<file path="config.mk">
export PLATFORM = sky130hd
export DESIGN_NAME = multiplicador_secuencial
export DESIGN_NICKNAME = d
export VERILOG_FILES = /design/src/rtl/mult_pkg.sv /design/src/rtl/multiplicador_secuencial.sv
export SDC_FILE = /design/constraint.sdc
export NUM_CORES = 1
export LEC_CHECK = 0
export CAP_MARGIN = 20
export CORE_AREA = 2 2 167 332
export DETAILED_ROUTE_END_ITERATION = 16
export DIE_AREA = 0 0 169 334
export PLACE_DENSITY = 0.58
export SYNTH_ARGS = -nofsm -noshare
export SYNTH_HDL_FRONTEND = slang
export SYNTH_SLANG_ARGS = --single-unit
</file>
<file path="constraint.sdc">
create_clock -name CLK -period 7.9 [get_ports CLK]
set_clock_uncertainty 0.2 [all_clocks]
set_input_delay 1.185 -clock CLK [delete_from_list [all_inputs] [get_ports CLK]]
set_output_delay 1.185 -clock CLK [all_outputs]
set_load 0.02 [all_outputs]
</file>
<file path="src/rtl/mult_pkg.sv">
// rtl/mult_pkg.sv - FSM states, default width and magnitude helper for the sequential multiplier
package mult_pkg;

   // FSM states shared by the multiplier and its testbench
   typedef enum logic [1:0] {
      IDLE,
      CALC,
      SIGN,
      FIN
   } mult_state_t;

   // Default operand width; the product is twice this
   localparam int MULT_WIDTH = 32;

   // Unsigned magnitude of a two's complement value; the most negative value maps to 0x80..0
   function automatic logic [MULT_WIDTH-1:0] abs_val(input logic [MULT_WIDTH-1:0] x);
      return x[MULT_WIDTH-1] ? (~x + 1'b1) : x;
   endfunction

endpackage

</file>
<file path="src/rtl/multiplicador_secuencial.sv">
// rtl/multiplicador_secuencial.sv - multi-cycle signed shift-add multiplier (optional MULT_EARLY_EXIT_EN)
module multiplicador_secuencial
   import mult_pkg::*;
#(
   parameter int tamanyo = MULT_WIDTH
)
(
   input  logic                   CLK,
   input  logic                   RSTa,
   input  logic                   Start,
   input  logic [tamanyo-1:0]     A,
   input  logic [tamanyo-1:0]     B,
   output logic                   Busy,
   output logic                   Done,
   output logic [2*tamanyo-1:0]   P
);

   localparam int CW = $clog2(tamanyo + 1);

   mult_state_t            state;
   mult_state_t            state_nxt;

   logic                   sign_q;
   logic [tamanyo-1:0]     mag_a;
   logic [tamanyo-1:0]     mag_b;
   logic [2*tamanyo-1:0]   acc;
   logic [CW-1:0]          count;
   logic [2*tamanyo-1:0]   p_q;

   logic [tamanyo-1:0]     a_mag;
   logic [tamanyo-1:0]     b_mag;
   logic [2*tamanyo-1:0]   addend;
   logic                   calc_last;

   // Operand magnitudes: package helper at its native width, inline form otherwise
   generate
      if (tamanyo == MULT_WIDTH) begin : g_abs_pkg
         assign a_mag = abs_val(A);
         assign b_mag = abs_val(B);
      end else begin : g_abs_inline
         assign a_mag = A[tamanyo-1] ? (~A + 1'b1) : A;
         assign b_mag = B[tamanyo-1] ? (~B + 1'b1) : B;
      end
   endgenerate

   // Partial product for the current iteration, multiplicand shifted by the bit position
   assign addend = {{tamanyo{1'b0}}, mag_a} << count;

`ifdef MULT_EARLY_EXIT_EN
   // Stop as soon as no set multiplier bits remain after this iteration
   assign calc_last = (count == CW'(tamanyo - 1)) || (mag_b[tamanyo-1:1] == '0);
`else
   // Fixed iteration count keeps the latency deterministic
   assign calc_last = (count == CW'(tamanyo - 1));
`endif

   // State register; reset abandons any operation in flight
   always_ff @(posedge CLK or posedge RSTa) begin
      if (RSTa) begin
         state <= IDLE;
      end else begin
         state <= state_nxt;
      end
   end

   // Next-state decode and handshake outputs
   always_comb begin
      state_nxt = state;
      Busy      = 1'b0;
      Done      = 1'b0;
      case (state)
         IDLE: begin
            if (Start) begin
`ifdef MULT_EARLY_EXIT_EN
               state_nxt = (b_mag == '0) ? SIGN : CALC;
`else
               state_nxt = CALC;
`endif
            end
         end
         CALC: begin
            Busy = 1'b1;
            if (calc_last) begin
               state_nxt = SIGN;
            end
         end
         SIGN: begin
            Busy      = 1'b1;
            state_nxt = FIN;
         end
         FIN: begin
            Done      = 1'b1;
            state_nxt = IDLE;
         end
         default: begin
            state_nxt = IDLE;
         end
      endcase
   end

   // Datapath: latch operands on accept, shift-add while calculating, apply sign at the end
   always_ff @(posedge CLK or posedge RSTa) begin
      if (RSTa) begin
         sign_q <= 1'b0;
         mag_a  <= '0;
         mag_b  <= '0;
         acc    <= '0;
         count  <= '0;
         p_q    <= '0;
      end else begin
         case (state)
            IDLE: begin
               if (Start) begin
                  sign_q <= A[tamanyo-1] ^ B[tamanyo-1];
                  mag_a  <= a_mag;
                  mag_b  <= b_mag;
                  acc    <= '0;
                  count  <= '0;
               end
            end
            CALC: begin
               if (mag_b[0]) begin
                  acc <= acc + addend;
               end
               mag_b <= mag_b >> 1;
               count <= count + 1'b1;
            end
            SIGN: begin
               // A zero magnitude never becomes negative zero
               p_q <= (sign_q && (acc != '0)) ? (~acc + 1'b1) : acc;
            end
            default: begin
            end
         endcase
      end
   end

   assign P = p_q;

endmodule

</file>
# Word level (Yosys, flattened, before mapping)
# Index checks and enable logic that the tools add are counted.
# classes
addsub	5
eq_ne	7
n_shift	1
n_mux	15
n_bitwise	4
reduce_logical	9
# ops
op	n
$mux W64	3
$pmux W64 S2	1
$mux W32	3
$add A32 B1 Y32 const B	2
$add A64 B1 Y64 const B	1
$add A64 B64 Y64	1
$not A32 Y32	2
$not A64 Y64	1
$pmux W32 S2	1
$reduce_bool A64 Y1	1
$shl A32 B6 Y64	1
$pmux W6 S2	1
$pmux W2 S4	1
$add A6 B1 Y6 const B	1
$eq A6 B5 Y1 const B	1
$mux W6	1
$ne A2 B2 Y1 const B	3
$reduce_and A2 Y1	3
$eq A2 B2 Y1 const B	2
$mux W2	2
$reduce_and A3 Y1	1
$eq A2 B1 Y1 const B	1
$logic_not A2 Y1	1
$mux W1	2
4 further kinds	4
# totals
ff_bits	201
input_bits	67
output_inout_bits	66
wordCells	48

# Longest topological paths before layout
# Gate-level depths: netlist of run 1.
# depth
depth_word	5
ltp_mapped	25
mapped_depth_nobuf	21

# Worst setup path before layout of run 1
# Ideal clock, no wire load.
# synth_path
path_type	reg-to-reg
startpoint	reg count[0]
endpoint	reg acc[61]
setup_ns	0.133
arrival_ns	5.132
required_time_ns	7.567
setup_slack_ns	2.435
stages_incl_launch_ff	20
n_path_buf	4
cell_sequence	dfrtp_1 -> clkbuf_1 -> clkbuf_1 -> clkbuf_1 -> mux4_2 -> mux2_2 -> o21ai_0 -> nor2_1 -> ha_1 -> clkbuf_1 -> nand4_1 -> a2111oi_0 -> nor3_1 -> a2111o_1 -> and2_1 -> o21ai_0 -> nand3_1 -> nand2_1 -> xnor2_1 -> o21ai_0
# synth_via
elab_chain_len	4
# synth_rtl
item	line	text
from (decl)	multiplicador_secuencial.sv:27	logic [CW-1:0] count;
from (signal assigned)	multiplicador_secuencial.sv:126	count <= count + 1'b1;
$shl A32 B6 Y64	multiplicador_secuencial.sv:47	assign addend = {{tamanyo{1'b0}}, mag_a} << count;
$add A64 B64 Y64	multiplicador_secuencial.sv:123	acc <= acc + addend;
$mux W64	multiplicador_secuencial.sv:122	if (mag_b[0]) begin
$pmux W64 S2	multiplicador_secuencial.sv:111	case (state)
to (signal assigned)	multiplicador_secuencial.sv:123	
to (decl)	multiplicador_secuencial.sv:26	logic [2*tamanyo-1:0] acc;
# Every way passes these cells. The select of a mux whose other input is x is not followed.
# A chain may end at the register's enable or synchronous reset.

# Worst setup path after layout of run 1
# layout_path
startpoint	reg count[0]
endpoint	reg acc[63]
# Same word-level chain as after synthesis.

==> results of run 1 <==
==> logic make-up (layout without fill, tap and decap cells) <==
family | count (synthesis) | in the layout | synth area share
adders and majority gates | 73 | 73 | 0.0574
and+or+nand+nor | 676 | 676 | 0.191
xor gates and xnor gates | 177 | 177 | 0.0967
muxes | 83 | 83 | 0.0641
buffers and inverters | 175 | 239 | 0.0426
AOI/OAI and AO/OA | 635 | 635 | 0.235
DFF | 201 | 201 | 0.314
==> where the power goes <==
group / switching (mW) / total [mW] / leakage (nW) / internal [mW]
logic: 3.42 / 5.52 / 5.11 / 2.10
clock network: 0.433 / 0.948 / 0.297 / 0.515
registers: 0.501 / 2.00 / 2.53 / 1.50
==> cell type report <==
class                           instances  area (µm²)  share of cell area
Multi-Input combinational cell       1644       10400               0.558
Sequential cell                       201        5030               0.271
Timing Repair Buffer                  154        1530              0.0824
Tap cell                              676         846              0.0455
Clock buffer                           32         587              0.0316
Inverter                               47         184             0.00990
Clock inverter                          6        41.3             0.00222
==> metrics by stage <==
stage,instances,power (mW),setup WS [ns]
after CTS,2757,8.53,1.51
after global routing,2760,9.17,1.16
after floorplan,2020,5.73,1.03
after global placement,2719,7.47,1.57
after detailed placement,2719,7.53,1.53
final,2760,8.46,1.45
==> synth_stat cells (13+ instances only) <==
library cell | instances | area (µm²)
nor2b_1 | 14 | 87.6
nand4_1 | 25 | 156
nand3_1 | 29 | 145
ha_1 | 72 | 901
o21bai_1 | 14 | 105
o21ai_0 | 234 | 1170
o41ai_1 | 15 | 131
xnor2_1 | 57 | 499
clkbuf_1 | 113 | 424
nor3_1 | 23 | 115
a21o_1 | 47 | 353
xor2_1 | 120 | 1050
mux2_2 | 27 | 304
o31ai_1 | 27 | 203
a31oi_1 | 13 | 81.3
or3_1 | 15 | 93.8
and2_1 | 23 | 144
o22ai_1 | 15 | 93.8
nor2_1 | 185 | 694
nand2_1 | 284 | 1070
inv_1 | 46 | 173
mux2i_1 | 43 | 430
a21oi_1 | 203 | 1020
dfrtp_1 | 201 | 5030
mux4_2 | 13 | 293
nor4_1 | 16 | 100
==> worst max-delay path, stage by stage, from the launching register on <==
cell and delay [ns]:
dfrtp_2 0.98, mux2i_1 0.30, mux2_2 0.34, mux2i_1 0.34, nor2_1 0.08, nor2_1 0.35
and2_1 0.27, ha_1 0.35, a21oi_1 0.20, nor2b_1 0.09, or3_1 0.30, nor3_1 0.86
a2111o_1 0.39, a21oi_1 0.12, o21ai_0 0.40, a31oi_1 0.17, xnor2_1 0.34, a21oi_1 0.11
o22ai_1 0.15
==> routing by layer <==
layer	GRT usage	share of wire	up-vias
met4	0.107	0.060	0
met2	0.368	0.55	330
met1	0.179	0.35	6984
met5	0	0	-
met3	0.0168	0.031	128
li1	-	-	7276
==> registers in the layout, summed over array words and instances (netlist names) <==
| name | count |
|---|---|
| P | 64 |
| state | 2 |
| mag_b | 32 |
| acc | 64 |
| mag_a | 32 |
| sign_q | 1 |
| count | 6 |
==> final timing paths <==
check                      cells after the start  slack (ns)            startpoint                   end
max                                           18        1.45  count[0]$_DFFE_PP0P_   acc[63]$_DFFE_PP0P_
min                                            2        0.29  mag_b[4]$_DFFE_PP0P_  mag_b[4]$_DFFE_PP0P_
max reg2reg                                   18        1.45  count[0]$_DFFE_PP0P_   acc[63]$_DFFE_PP0P_
min reg2reg                                    2        0.29  mag_b[4]$_DFFE_PP0P_  mag_b[4]$_DFFE_PP0P_
max in group asynchronous                      3        5.50                  RSTa     P[55]$_DFFE_PP0P_
min in group asynchronous                      2        0.89                  RSTa      P[3]$_DFFE_PP0P_
==> impl_results.md, run 1 <==
* Status: complete, no violations
* Fmax at 0.155 GHz
* Hold Worst Slack at 0.287 ns
* Root buf cell: clkbuf_16
* Setup repair bufs after CTS at 0
* Io pins at 133
* DIE WIDTH at 169 µm
* Wirelength, routed at 52500 µm
* Final period util at 0.816
* CTS Buf Count at 21
* Post-cts resize count at 0
* Largest fanout on the critical path at 41
* Port-buffer cells at 132
* Initial DRT Pass Iterations at 5
* Asr flop ratio synth at 1.00
* Critical setup path kind: register to register
* Type of origin of the critical path: register
* Data arrival, critical path at 6.71 ns
* CTS tree: done
* # setup viols final at 0
* Tightest Pin Transition at 1.13 ns
* Number of clock sinks at 201
* Distinct cell type count after synthesis at 73
* Layout cells sized above 1 at 0.0614
* Fin Setup TNS at 0 ns
* Nets@finish at 2209
* Finished Cell Area at 0.0186 mm²
* Area grow syn2layout at 15.9%
* Synth Cell Area at 0.0160 mm²
* Die area at 0.0564 mm²
* CTS Hold Bufs at 0
* # rows at 121
* Initial antenna violation count at 0
* Leakage at 7.94 nW
* Vias at 14.7k
* Vias in the first global route at 15.0k
* Clk Latency, worst-skew pair at 0.54 ns
* Placer Congestion at 0.991
* Die Y-Extent at 334 µm
* Post-synthesis sequential area ratio at 0.314
* Post-Syn Instances at 2020
* CTS max path bufs at 3
* Residual DRC count at 0
* Worst slew margin at 0.242
* Clock slew at reported path FFs at 0.06 ns
* GR Overflow Total at 0
* Syn nets at 2160
* Drt via density at 5.33
* Commonest non-fill, non-tap cell in the layout: nand2_1
* DRC marker count from the first detailed-route iteration at 740
* Final Hold Fails at 0
* Crit. End Element: register
* Drt wl/cell at 19.0 µm
* Slew Limit Fails at 0
* Worst Path Required at 8.16 ns
* Most frequent cells in the layout: nand2_1 (283), o21ai_0 (232), a21oi_1 (203)
* Yosys reg bits at 201
* # diodes at 0
* Pwr dens at 456 mW/mm²
* Synth Warn # at 0
* Syn avg cell area at 7.94 µm²
* Final Critical Period at 6.45 ns
* Predominant post-synthesis flop cell: dfrtp_1
* H-tree levels at 1
* Global Route Usage Sum at 0.184
* Post-DP HPWL at 42200 µm
* Largest net degree at the start of global routing at 114
* Max VDD drop at 126 µV
* Max cap viols at 0
* Hold WC Path Type: register to register
* First-pass GRT wire length at 82400 µm
* Placement Cell Area at 0.0179 mm²
* CORE AREA at 0.0542 mm²
* Core Util, Final at 0.343
* Antenna Nets Post-Route at 0
* Number of synthesized flops with an enable pin at 0
* Fillers at 5726
* Starting Density at 0.296
* Unrepaired setup endpoints after global routing: no
Note: power is estimated with default switching activity, not from simulation.
==> run 2: changes to the inputs <==
clock period = 6.6 ns   (was 7.9 ns; I/O delays follow)
==> impl_results.md, run 2 (same netlist as run 1, synthesis figures left out) <==
* Die area at 0.0564 mm² (unchanged)
* Worst hold start: mag_b[1]$_DFFE_PP0P_
* # setup viols final at 0 (unchanged)
* Clock slew at reported path FFs at 0.06 ns (about the same)
* Drt wl/cell at 19.3 µm (+1.4%)
* Largest net degree at the start of global routing at 90 (-21%)
* Io pins at 133 (unchanged)
* Post-Layout Cell Count at 2772 (+0.43%)
* Tightest Pin Transition at 1.02 ns (-0.112 ns)
* Starting Density at 0.296 (unchanged)
* Comb power frac at 0.652 (about the same)
* Clk Latency, worst-skew pair at 0.55 ns (about the same)
* Final period util at 0.911 (+0.0947)
* Register share of total power at 0.233 (-0.003)
* Layout cells sized above 1 at 0.0711 (+0.00967)
* Residual DRC count at 0 (unchanged)
* Initial antenna violation count at 0 (unchanged)
* Sw Share at 0.516 (+0.00253)
* Placed cell count at 2736 (+0.63%)
* Clock Power Share at 0.115 (+0.003)
* Fin Setup TNS at 0 ns (unchanged)
* GR Overflow Total at 0 (unchanged)
* Vias in the first global route at 14.9k (-0.91%)
* Hold Worst Slack at 0.280 ns (-0.00670 ns)
* Worst slew margin at 0.318 (+0.0757)
* CTS max path bufs at 3 (unchanged)
* DIE WIDTH at 169 µm (unchanged)
* # diodes at 0 (unchanged)
* CORE AREA at 0.0542 mm² (unchanged)
* Global Route Usage Sum at 0.187 (+0.00366)
* Placer Congestion at 0.974 (-1.7%)
* Slew Limit Fails at 0 (unchanged)
* Pre-CTS setup slack at 0.681 ns (-0.848 ns)
* Hold WC Path Type: register to register
* Crit. End Element: register
* Setup repair bufs after CTS at 0 (unchanged)
* Data arrival, critical path at 6.27 ns (-0.44 ns)
* Final Critical Period at 6.01 ns (-0.436 ns)
* Largest fanout on the critical path at 31 (-24%)
* CTS Hold Bufs at 0 (unchanged)
* H-tree levels at 1 (unchanged)
* CP startpoint: count[0]$_DFFE_PP0P_
* DRC marker count from the first detailed-route iteration at 702 (-5.1%)
* Final Hold Fails at 0 (unchanged)
* Post-DP HPWL at 43600 µm (+3.3%)
* Max cap viols at 0 (unchanged)
* # rows at 121 (unchanged)
* NetSw at 5.31 mW (+22%)
* Area grow syn2layout at 16.7%
* Post-cts resize count at 0 (unchanged)
* Die Y-Extent at 334 µm (unchanged)
* Unrepaired setup endpoints after global routing: no
* Worst Path Required at 6.86 ns (-1.30 ns)
* Commonest non-fill, non-tap cell in the layout: nand2_1
* Fillers at 5706 (-0.35%)
* Internal power at 4.97 mW (+21%)
* Most frequent cells in the layout: nand2_1 (283), o21ai_0 (232), a21oi_1 (203)
* Max VDD drop at 250 µV (+98%)
* Antenna Nets Post-Route at 0 (unchanged)
* Pwr dens at 549 mW/mm² (+21%)
* Port-buffer cells at 132 (unchanged)
* Fmax at 0.166 GHz (+7.3%)
* CTS tree: done
* Drt via density at 5.33 (about the same)
* Initial DRT Pass Iterations at 5 (unchanged)
* Number of clock sinks at 201 (unchanged)
* Leakage at 8.01 nW (+0.97%)
* First-pass GRT wire length at 84000 µm (+1.9%)
* Nets@finish at 2223 (+0.63%)
* Vias at 14.8k (+0.34%)
* Wirelength, routed at 53500 µm (+1.8%)
* Critical setup path kind: register to register
* Worst r2r src: count[0]$_DFFE_PP0P_
* Post-route setup slack at 0.590 ns (-0.864 ns)
* Root buf cell: clkbuf_16
* Status: complete, no violations
* Type of origin of the critical path: register
* CTS Buf Count at 20 (-4.8%)
run 2: cell types whose count changed in the layout (fill, tap and decap cells not counted), sizes merged:
| cell | previous run | this run |
|---|---|---|
| clkinv | 3 | 8 |
| buf | 22 | 37 |
| clkinvlp | 3 | 6 |
| inv | 47 | 46 |
| bufinv | 0 | 2 |
| clkbuf | 32 | 20 |
run 2: path summary, 6_finish.rpt:
| kind | end | slack (ns) | cells after the start |
|---|---|---|---|
| setup / recovery | acc[49]$_DFFE_PP0P_ | 0.59 | 18 |
| hold / removal | mag_b[1]$_DFFE_PP0P_ | 0.28 | 2 |
| setup reg to reg | acc[49]$_DFFE_PP0P_ | 0.59 | 18 |
| hold reg to reg | mag_b[1]$_DFFE_PP0P_ | 0.28 | 2 |
| max in group asynchronous | acc[4]$_DFFE_PP0P_ | 4.40 | 3 |
| min in group asynchronous | P[44]$_DFFE_PP0P_ | 0.73 | 2 |
run 2: critical path, stage by stage, from the launching register on:
cell and delay (ns):
dfrtp_2 0.79, buf_4 0.29, mux2i_1 0.29, a21oi_1 0.15, mux2i_1 0.22, nor2_1 0.06, a21oi_1 0.44, nor2_1 0.08
ha_1 0.41, and4_1 0.30, nand2_1 0.07, a2111oi_0 0.67, o2111ai_1 0.24, a31oi_1 0.30, o21ai_0 0.31, o21ai_0 0.53
a221oi_1 0.18, xor2_1 0.18, o21ai_0 0.18
run 2: through the flow:
step,util,cell area [µm²],power (mW)
2_1_floorplan,-,16000,6.86
3_3_place_gp,0.332,18000,9.07
3_5_place_dp,0.332,18000,9.14
4_1_cts,0.345,18700,10.4
5_1_grt,0.345,18700,11.1
6_report,0.345,18700,10.3
run 2: cell type report:
class	count	area, µm²	share of cell area
timing repair buffer	169	1630	0.0872
tap	676	846	0.0452
clock inverter	15	156	0.00836
inverter	47	180	0.00963
multi-input combinational	1644	10400	0.554
clock buffer	20	500	0.0268
sequential	201	5030	0.269
run 2: per-layer routing:
metal	vias up	share of wire	track usage	wire length, µm
met5	-	0	0	0
met3	121	0.031	0.0159	1630
met2	351	0.56	0.374	29700
li1	7301	-	-	-
met4	0	0.063	0.108	3360
met1	6995	0.35	0.185	18800
run 2: power by group through the flow:
stage	sequential [mW]	clock (mW)	combinational [mW]
6_report	2.40	1.18	6.70
5_1_grt	2.48	1.27	7.36
4_1_cts	2.40	1.23	6.74
3_5_place_dp	2.42	0	6.72
3_3_place_gp	2.40	0	6.67
2_1_floorplan	2.41	0	4.44
==> run 3: changes to the inputs <==
CORE_AREA = 2 2 119 237   (was 2 2 167 332)
DIE_AREA = 0 0 121 239   (was 0 0 169 334)
PLACE_DENSITY = 0.93   (was 0.58)
SETUP_SLACK_MARGIN = 0.4   (was default)
==> impl_results.md, run 3 (same netlist as run 1, synthesis figures left out) <==
* Initial antenna violation count at 0 (unchanged)
* Seq. cell area at 0.00503 mm² (about the same)
* Internal power at 4.99 mW (+0.49%)
* Placed cell count at 2403 (-12%)
* Largest fanout on the critical path at 32 (+3.2%)
* GR Overflow Total at 0 (unchanged)
* Unrepaired setup endpoints after global routing: no
* Vias at 15.0k (+1.6%)
* Core Util, Final at 0.669 (+0.324)
* Final period util at 0.897 (-0.0132)
* Status: complete, no violations
* Port-buffer cells at 132 (unchanged)
* DIE WIDTH at 121 µm (-28%)
* Slowest stage delay, CP at 0.71 ns (-0.08 ns)
* CTS Buf Count at 19 (-5.0%)
* Fillers at 2219 (-61%)
* Area grow syn2layout at 13.6%
* Fmax at 0.169 GHz (+1.5%)
* Finished Cell Area at 0.0182 mm² (-2.6%)
* Crit. End Element: register
* Number of clock sinks at 201 (unchanged)
* Hold EP: mag_b[31]$_DFFE_PP0P_
* Register share of total power at 0.238 (+0.005)
* Root buf cell: clkbuf_16
* Post-Layout Cell Count at 2436 (-12%)
* Vias in the first global route at 14.4k (-3.3%)
* H-tree levels at 1 (unchanged)
* Post-route setup slack at 0.677 ns (+0.0870 ns)
* Clock slew at reported path FFs at 0.07 ns (about the same)
* # setup viols final at 0 (unchanged)
* DRC marker count from the first detailed-route iteration at 1119 (+59%)
* Most frequent cells in the layout: nand2_1 (284), o21ai_0 (233), a21oi_1 (203)
* Global Route Usage Sum at 0.309 (+0.122)
* Initial DRT Pass Iterations at 5 (unchanged)
* R2R cell count at 18 (unchanged)
* Slew Limit Fails at 0 (unchanged)
* Multi-input logic area at 0.0104 mm² (about the same)
* NetSw at 5.06 mW (-4.7%)
* Slowest cell on the critical path: dfrtp_4
* Clk Latency, worst-skew pair at 0.52 ns (-0.03 ns)
* Antenna Nets Post-Route at 0 (unchanged)
* Hold Worst Slack at 0.281 ns (+0.000916 ns)
* Critical setup path kind: register to register
* Largest net degree at the start of global routing at 94 (+4.4%)
* Type of origin of the critical path: register
* Placement Cell Area at 0.0175 mm² (-2.6%)
* Drt via density at 6.16 (+16%)
* Data arrival, critical path at 6.09 ns (-0.18 ns)
* # diodes at 0 (unchanged)
* Wirelength, routed at 44800 µm (-16%)
* Hold path depth at 2 (unchanged)
* Leakage at 7.97 nW (-0.60%)
* Setup repair bufs after CTS at 0 (unchanged)
* Die area at 0.0289 mm² (-49%)
* Placer Congestion at 1.03 (+5.6%)
* Clock Power Share at 0.117 (+0.002)
* Terminus of the critical flop-to-flop path: acc[61]$_DFFE_PP0P_
* CORE AREA at 0.0272 mm² (-50%)
* # rows at 86 (-29%)
* Final Hold Fails at 0 (unchanged)
* Fin Setup TNS at 0 ns (unchanged)
* Total power at 10.1 mW (-2.2%)
* Layout cells sized above 1 at 0.0638 (-0.00727)
* Nets@finish at 2212 (-0.49%)
* Commonest non-fill, non-tap cell in the layout: nand2_1
* Tightest Pin Transition at 1.07 ns (+0.0517 ns)
* Pwr dens at 552 mW/mm² (+0.48%)
* Worst hold start: mag_b[31]$_DFFE_PP0P_
* CTS tree: done
* Worst Path Required at 6.77 ns (-0.09 ns)
* Pre-CTS setup slack at 0.635 ns (-0.0462 ns)
* Hold WC Path Type: register to register
* Comb power frac at 0.645 (-0.007)
* Io pins at 133 (unchanged)
* First-pass GRT wire length at 72200 µm (-14%)
* Worst r2r src: count[0]$_DFFE_PP0P_
* CTS max path bufs at 3 (unchanged)
* Die Y-Extent at 239 µm (-28%)
* Drt wl/cell at 18.4 µm (-4.8%)
* Worst slew margin at 0.286 (-0.0322)
* Starting Density at 0.589 (+0.293)
* Residual DRC count at 0 (unchanged)
* Max cap viols at 0 (unchanged)
* Post-DP HPWL at 34600 µm (-21%)
* Final Critical Period at 5.92 ns (-0.0870 ns)
* Register-to-register setup slack at 0.68 ns (+0.09 ns)
* Sw Share at 0.503 (-0.0132)
* Critical-path cell list: buf_4 -> mux2i_1 -> mux2_2 -> mux2i_1 -> nor2_1 -> nor2_1 -> and2_1 -> ha_1 -> nand4_1 -> a2111oi_1 -> nor3_1 -> a2111o_1 -> and2_1 -> o21ai_0 -> nand3_1 -> nand2_1 -> xnor2_1 -> o21ai_0
* Max VDD drop at 482 µV (+93%)
[run 3: power by group through the flow]
stage          registers, mW  clock network (mW)  logic [mW]
4_1_cts                 2.38                1.19        6.41
2_1_floorplan           2.41                   0        4.44
3_5_place_dp            2.39                   0        6.35
3_3_place_gp            2.35                   0        6.19
5_1_grt                 2.46                1.24        7.11
6_report                2.39                1.17        6.49
[run 3: what timing repair did]
item / in CTS / in global routing
setup endpoints to repair: 0 / 7
resized for setup: 0 / 2
hold buffers: 0 / 0
[run 3: worst max path at each step]
stage                               startpoint             endpoint  slack, ns  cells after the start
after floorplan           count[0]$_DFFE_PP0P_  acc[61]$_DFFE_PP0P_       1.14                     19
final                     count[0]$_DFFE_PP0P_  acc[61]$_DFFE_PP0P_       0.68                     18
after global routing      count[0]$_DFFE_PP0P_  acc[61]$_DFFE_PP0P_       0.41                     20
after global placement    count[0]$_DFFE_PP0P_  acc[61]$_DFFE_PP0P_       0.83                     19
after detailed placement  count[0]$_DFFE_PP0P_  acc[61]$_DFFE_PP0P_       0.63                     18
after CTS                 count[0]$_DFFE_PP0P_  acc[61]$_DFFE_PP0P_       0.49                     18
[run 3: worst max-delay path: cells and delay by family, from the launching register on]
family / cells / cell delay (ns)
xor+xnor: 1 / 0.12
fa+ha+maj: 1 / 0.28
flops: 1 / 0.71
buf+inv: 1 / 0.28
mux: 3 / 0.81
simple gates: 8 / 1.62
compound gates: 4 / 1.73
[run 3: metal layers]
| layer | track usage | up-vias | part of all wire |
|---|---|---|---|
| met5 | 0 | - | 0 |
| met4 | 0.182 | 0 | 0.065 |
| met3 | 0.0289 | 160 | 0.050 |
| met2 | 0.543 | 544 | 0.50 |
| met1 | 0.361 | 7019 | 0.38 |
| li1 | - | 7280 | - |
[run 3: final cells by class]
cell class	instances	share of cell area
repair buffers	159	0.0844
well taps	352	0.0242
clock inverters	7	0.00660
flip-flops and latches	201	0.276
inverters	47	0.00989
clock buffers	26	0.0297
multi-input cells	1644	0.569
==> RTL change: new RTL, flow settings as in run 1 <==
Set the package constant `MULT_WIDTH` to 16 (it was 32).
--- a/src/rtl/mult_pkg.sv
+++ b/src/rtl/mult_pkg.sv
@@ -12,3 +12,3 @@
    // Default operand width; the product is twice this
-   localparam int MULT_WIDTH = 32;
+   localparam int MULT_WIDTH = 16;
 
Ports: changed (resized A, B and P); port bits go from 133 to 69. The function was not compared with the original's and may differ.
==> RTL change against run 1 <==
Area after synthesis decreased by 51%. Design area shrank 49%. Wire length is 56% lower. Setup slack better by 1.5 ns. Count of clock-buffer cells in the layout decreased by 23. Maximum frequency increased by 29%. Total power is 57% lower. Sequential cell count decreased by 97. Critical path type unchanged. Critical endpoint is now acc[28]. Highest routed layer is now met5.
==> RTL change: results (changes against run 1) <==
stage,metric,value,unit,change
final_layout,non-clk buf share,7.98,%,was 8.24%
place,Detail Placement HPWL,18500,um,"was 42,200 um"
final_layout,share of cells above drive strength 1,4.97,%,was 6.14%
sta,Worst slew margin,32.7,%,was 24.2%
global_routing,total track usage,8.34,%,was 18.4%
clock_tree,clk_lat worst skew,0.37,ns,was 0.54 ns
final_layout,bufs w/o clock,75,,was 154
synth,Synth Register Bits,104,,was 201
final_layout,Seq area share,27.3,%,was 27.1%
synth,Syn Nets,1019,,"was 2,160"
place,Cell Count Post-Placement,1644,,"was 2,719"
place,Buffers on Ports,68,,was 132
global_routing,first-pass GRT wire length,37100,um,"was 82,400 um"
pwr,Static Leak,3.92,nW,was 7.94 nW
place,gpl congestion,0.878,,was 0.991
final_layout,Inserted Diodes,3,,was 0
pwr,Cell Int Power,1.88,mW,was 4.11 mW
run_status,status,"complete, no violations",,unchanged
global_routing,antenna violations before repair,11,,was 0
detailed_routing,Pre-antenna DRT Iters,4,,was 5
synth,sequential element share of the synthesized area,33.4,%,was 31.4%
synth,post-synthesis xor/xnor area fraction,8.76,%,was 9.67%
final_layout,Fillers,6083,,"was 5,726"
global_routing,met2 Use GR,15.4,%,was 36.8%
final_layout,multi-input combinational cell count,765,,"was 1,644"
detailed_routing,via count,6967,,was 14.7k
place,DP Worst Slack,2.98,ns,was 1.53 ns
clock_tree,H-tree depth,3,,was 1
synth,multiplexer share of the synthesized area,6.62,%,was 6.41%
worst_setup_path,CP peak stage delay,0.95,ns,was 0.98 ns
final_layout,final-layout clock-cell area share,3.12,%,was 3.38%
synth,adder-cell area share of the yosys netlist,6.83,%,was 5.74%
final_layout,Finished Layout Cells,1665,,"was 2,760"
detailed_routing,WL met1,8340,um,"was 18,600 um"
global_routing,largest net degree at the start of global routing,65,,was 114
worst_setup_path,CP top delay family,compound AO/OA/AOI/OAI gates,,was simple AND/OR/NAND/NOR gates
worst_setup_path,slowest CP cell,dfrtp_1,,was dfrtp_2
synth,"Cell Area, Synth",7800,sq um,"was 16,000 sq um"
final_layout,nonclk inv count,26,,was 47
final_layout,multi-input combinational area share,51.6,%,was 55.8%
-- RTL change: cell types whose count changed after synthesis, moves of 20 or more --
| cell | before | now |
|---|---|---|
| dfrtp_1 | 201 | 104 |
| a21oi_1 | 203 | 86 |
| nor2_1 | 185 | 92 |
| a21o_1 | 47 | 12 |
| nand4_1 | 25 | 5 |
| xnor2_1 | 57 | 24 |
| clkbuf_1 | 113 | 40 |
| inv_1 | 46 | 24 |
| ha_1 | 72 | 41 |
| o21ai_0 | 234 | 100 |
| xor2_1 | 120 | 54 |
| mux2_2 | 27 | 7 |
| nand2_1 | 284 | 124 |
-- RTL change: worst paths after layout --
check	cells past startpoint	slack (ns)	end
max in group asynchronous	3	5.29	acc[12]
worst min register to register	2	0.28	mag_b[11]
min in group asynchronous	2	1.05	mag_b[5]
worst min-delay path	2	0.28	mag_b[11]
worst max register to register	14	2.91	acc[28]
worst max-delay path	14	2.91	acc[28]
